[src/rtl/mc_main_control.sv]
// Multi-cycle MIPS main control FSM: Moore outputs decoded from the state register.
// Optional feature: define MC_ADDI_EN to add the ADDIEX/ADDIWB path for addi.
module mc_main_control #(
    parameter int STATE_W = 4
) (
    input  logic               clk,
    input  logic               rst,
    input  logic [5:0]         opcode,
    output logic               pcWrite,
    output logic               pcWriteCond,
    output logic               iorD,
    output logic               memRead,
    output logic               memWrite,
    output logic               irWrite,
    output logic               memToReg,
    output logic               regDst,
    output logic               regWrite,
    output logic               aluSrcA,
    output logic [1:0]         aluSrcB,
    output logic [1:0]         aluOp,
    output logic [1:0]         pcSource,
    output logic [STATE_W-1:0] state
);

    typedef enum logic [STATE_W-1:0] {
        FETCH  = STATE_W'(0),
        DECODE = STATE_W'(1),
        MEMADR = STATE_W'(2),
        MEMRD  = STATE_W'(3),
        MEMWB  = STATE_W'(4),
        MEMWR  = STATE_W'(5),
        EXEC   = STATE_W'(6),
        ALUWB  = STATE_W'(7),
        BRANCH = STATE_W'(8),
        JUMP   = STATE_W'(9),
        ADDIEX = STATE_W'(10),
        ADDIWB = STATE_W'(11)
    } state_e;

    localparam logic [5:0] OP_RTYPE = 6'b000000;
    localparam logic [5:0] OP_J     = 6'b000010;
    localparam logic [5:0] OP_BEQ   = 6'b000100;
    localparam logic [5:0] OP_ADDI  = 6'b001000;
    localparam logic [5:0] OP_LW    = 6'b100011;
    localparam logic [5:0] OP_SW    = 6'b101011;

    state_e state_q;

    always_ff @(posedge clk or posedge rst) begin
        if (rst) begin
            state_q <= FETCH;
        end else begin
            case (state_q)
                FETCH:  state_q <= DECODE;
                DECODE: begin
                    case (opcode)
                        OP_LW, OP_SW: state_q <= MEMADR;
                        OP_RTYPE:     state_q <= EXEC;
                        OP_BEQ:       state_q <= BRANCH;
                        OP_J:         state_q <= JUMP;
`ifdef MC_ADDI_EN
                        OP_ADDI:      state_q <= ADDIEX;
`endif
                        default:      state_q <= FETCH;
                    endcase
                end
                MEMADR: state_q <= (opcode == OP_LW) ? MEMRD : MEMWR;
                MEMRD:  state_q <= MEMWB;
                EXEC:   state_q <= ALUWB;
`ifdef MC_ADDI_EN
                ADDIEX: state_q <= ADDIWB;
`endif
                default: state_q <= FETCH;
            endcase
        end
    end

    // Outputs gated by rst so write strobes drop the moment reset asserts.
    always_comb begin
        pcWrite     = 1'b0;
        pcWriteCond = 1'b0;
        iorD        = 1'b0;
        memRead     = 1'b0;
        memWrite    = 1'b0;
        irWrite     = 1'b0;
        memToReg    = 1'b0;
        regDst      = 1'b0;
        regWrite    = 1'b0;
        aluSrcA     = 1'b0;
        aluSrcB     = 2'd0;
        aluOp       = 2'd0;
        pcSource    = 2'd0;
        state       = '0;
        if (!rst) begin
            state = state_q;
            case (state_q)
                FETCH: begin
                    memRead = 1'b1;
                    irWrite = 1'b1;
                    aluSrcB = 2'd1;
                    pcWrite = 1'b1;
                end
                DECODE: aluSrcB = 2'd3;
                MEMADR: begin
                    aluSrcA = 1'b1;
                    aluSrcB = 2'd2;
                end
                MEMRD: begin
                    memRead = 1'b1;
                    iorD    = 1'b1;
                end
                MEMWB: begin
                    regWrite = 1'b1;
                    memToReg = 1'b1;
                end
                MEMWR: begin
                    memWrite = 1'b1;
                    iorD     = 1'b1;
                end
                EXEC: begin
                    aluSrcA = 1'b1;
                    aluOp   = 2'd2;
                end
                ALUWB: begin
                    regWrite = 1'b1;
                    regDst   = 1'b1;
                end
                BRANCH: begin
                    aluSrcA     = 1'b1;
                    aluOp       = 2'd1;
                    pcWriteCond = 1'b1;
                    pcSource    = 2'd1;
                end
                JUMP: begin
                    pcWrite  = 1'b1;
                    pcSource = 2'd2;
                end
`ifdef MC_ADDI_EN
                ADDIEX: begin
                    aluSrcA = 1'b1;
                    aluSrcB = 2'd2;
                end
                ADDIWB: regWrite = 1'b1;
`endif
                default: ;
            endcase
        end
    end

endmodule

[config.mk]
export PLATFORM = sky130hd
export DESIGN_NAME = mc_main_control
export DESIGN_NICKNAME = d
export VERILOG_FILES = /design/src/rtl/mc_main_control.sv
export SDC_FILE = /design/constraint.sdc
export NUM_CORES = 1
export LEC_CHECK = 0
export BUFFER_PORTS_ARGS = -buffer_cell sky130_fd_sc_hd__buf_2
export CAP_MARGIN = 20
export CORE_MARGIN = 2
export CORE_UTILIZATION = 35
export DETAILED_ROUTE_END_ITERATION = 8
export PLACE_DENSITY = 0.63
export SYNTH_ARGS = -nofsm -noshare
export SYNTH_HDL_FRONTEND = slang
export SYNTH_SLANG_ARGS = --single-unit
[constraint.sdc]
create_clock -name clk -period 1.43 [get_ports clk]
set_input_delay 0.286 -clock clk [delete_from_list [all_inputs] [get_ports clk]]
set_output_delay 0.286 -clock clk [all_outputs]
set_load 0.01 [all_outputs]
==> metrics.cfg <==
[critical_path]
crit_slowest_cell=dfrtp_2
rrSetupSlack_ns=0.04
path_cells=buf_6, nand2b_4, nor3_1, buf_2
crit_fanout=6
timing.critical_path.buf_inv=2
rr_worst_depth=6
critPathTopFamily=flip-flops
rr_endpoint=state_q[2]
critPathLaunchType=flop
cp.required_ns=1.14
worst_ep_arrival_time_ns=1.32
worstSetupPathType=flop to primary output
cp_num_cells=4
worstSetupEndpoint=pcSource[1]
end_kind=primary output
r2r_start=state_q[0]
max_stage_delay_ns=0.40
crit_path_start=state_q[1]

[cts]
h-tree-depth=1
clk_latency_ns=0.24
root_buffer=clkbuf_4
cts_buffers=3
cts.path.max_buffers=2
cts_tree=done
clk_pin_slew_ns=0.04
clock_sink_count=4
hold_buffers=0

[die]
die-height_um=40.4
fp.dieW_um=40.4
coreArea_um2=1270
initial_utilization_pct=36.6
ios=28
die_area_um2=1630
rows=13

[power_and_ir_drop]
power_density_nw_per_um2=952
vdd_drop_max_v=0.000582
finalPower_uw=824
leakagePower_nw=0.479

[global_routing]
grt_max_degree=10
grt_pass1_vias=454
antenna_found_initial=0
grt_pass1_wl_um=1970
grt_use_total_pct=19.2
grt_overflow_total=0

[finish]
drive_gt1_share_pct=65.1
fillerInstances=101
regMostFlops=state_q
largest_reg_flops=4
area_growth_pct=86.5
post-route-util_pct=68.2
reg_top3=state_q (4)
antenna_cells=0
nets=116

[synth]
syn-num-nets=72
yosys_register_bits=4
yosys_warnings=0
syn_area_um2=464
syn_inst=64
syn_avg_cell_area_um2=7.25
yosys.cell_types.count=27
ys_seq_area_share_pct=21.6

[place]
place_congestion=0.785
dp_hpwl_um=921
port_buffers=27

[sta]
worst_pin_slew_ns=0.311
slew_headroom_pct=79.1
hold_viol=0
finalSetupViolCount=16
grt_setup_unrepaired=yes
slew_violations=0
tns_ns=-1.50
min_period_ns=1.61
skew_ns=0.00270
fmax_mhz=622
setup_slack_ns=-0.177
timing.final.crit_share_pct=112

[drt]
num_vias=588
routedWlPerCell_um=12.6
drc=0
drt_iter0_markers=21
first_pass_iters=4
via_per_inst=4.86
drt_wl_total_um=1530
postRouteAntennaNets=0

[run]
cap_violations=0

[outcome]
status=complete, but fails checks
violations=setup timing

[worst_hold_path]
hold_path.class=input port to async pin

==> how the worst min path moves through the flow <==
stage               from          to  slack, ns  depth (start not counted)
finish               rst  state_q[1]       0.07                          3
global placement     rst  state_q[3]       0.30                          3
floorplan            rst  state_q[0]       0.24                          2
global route         rst  state_q[3]       0.08                          3
CTS                  rst  state_q[1]       0.06                          3
detailed placement   rst  state_q[3]       0.29                          3
==> what timing repair did <==
action                     CTS  global route
gates cloned                 0             0
gates resized for setup     10            16
buffers inserted             6             4
setup endpoints to repair   18            19
pin swaps                    2             2
==> through the flow <==
stage | std cells | area, um^2 | hold slack (ns) | setup WS, ns
3_5_place_dp | 108 | 658 | 0.293 | 0.0186
2_1_floorplan | 64 | 479 | 0.243 | 0.0214
3_3_place_gp | 108 | 658 | 0.296 | -0.00984
4_1_cts | 117 | 762 | 0.0622 | -0.122
5_1_grt | 121 | 866 | 0.0843 | -0.216
6_report | 121 | 866 | 0.0679 | -0.177
==> layout make-up <==
class                           instances  area, um^2  area share [%]
Multi-Input combinational cell         51         395            45.7
Timing Repair Buffer                   46         318            36.7
Clock buffer                            3        22.5            2.60
Tap cell                               15        18.8            2.17
Sequential cell                         4         104            12.0
Inverter                                2        7.51           0.867
==> layer usage <==
layer	wire length (um)	share of wire, %	track usage, %
met2	817	54	31.3
met4	14	0.92	12.5
met3	65	4.3	3.33
met5	0	0	0
met1	628	41	22.8
==> cell usage in the layout, fill, tap and decap left out, types with 3 or more instances in the layout <==
cell type / netlist / routed
buf_2: 3 / 27
buf_4: 3 / 10
buf_6: 0 / 6
clkbuf_4: 0 / 3
dfrtp_2: 0 / 3
nand2b_4: 0 / 3
nor2_1: 8 / 8
nor2b_1: 3 / 3
nor3_1: 6 / 4
nor3_2: 1 / 3
==> power breakdown <==
group / leakage (nW) / switching, mW / internal [mW]
clock network: 0.0138 / 0.0491 / 0.0941
registers: 0.0503 / 0.0171 / 0.132
logic: 0.415 / 0.261 / 0.271
==> tightest hold or removal path: cells and delay by family <==
| kind | cells | cell delay [ns] |
|---|---|---|
| buffers and inverters | 3 | 0.34 |
==> cells in the mapped netlist <==
cell,number,area (um^2)
nor2_1,8,30.0
nor3_1,6,30.0
nand2b_1,5,31.3
dfrtp_1,4,100
nand2_1,4,15.0
a21oi_1,3,15.0
and2b_1,3,22.5
buf_2,3,15.0
buf_4,3,22.5
nor2b_1,3,18.8
and3_1,2,12.5
inv_1,2,7.51
nand3_1,2,10.0
nor4_1,2,12.5
xor2_1,2,17.5
a21o_1,1,7.51
a221oi_2,1,15.0
a311oi_1,1,8.76
and2_1,1,6.26
clkbuf_2,1,5.00
nand4_2,1,12.5
nor2_2,1,6.26
nor3_2,1,10.0
o21a_1,1,7.51
o21bai_1,1,7.51
o32ai_1,1,8.76
xnor2_1,1,8.76
==> logic make-up (layout without fill, tap and decap cells) <==
group	count (synthesis)	in the layout	share of synthesized area (%)
buf+inv	9	51	10.8
simple gates	39	39	46.9
compound gates	9	9	15.1
xor+xnor	3	3	5.66
flops	4	4	21.6
Note: power is estimated with default switching activity, not from simulation.
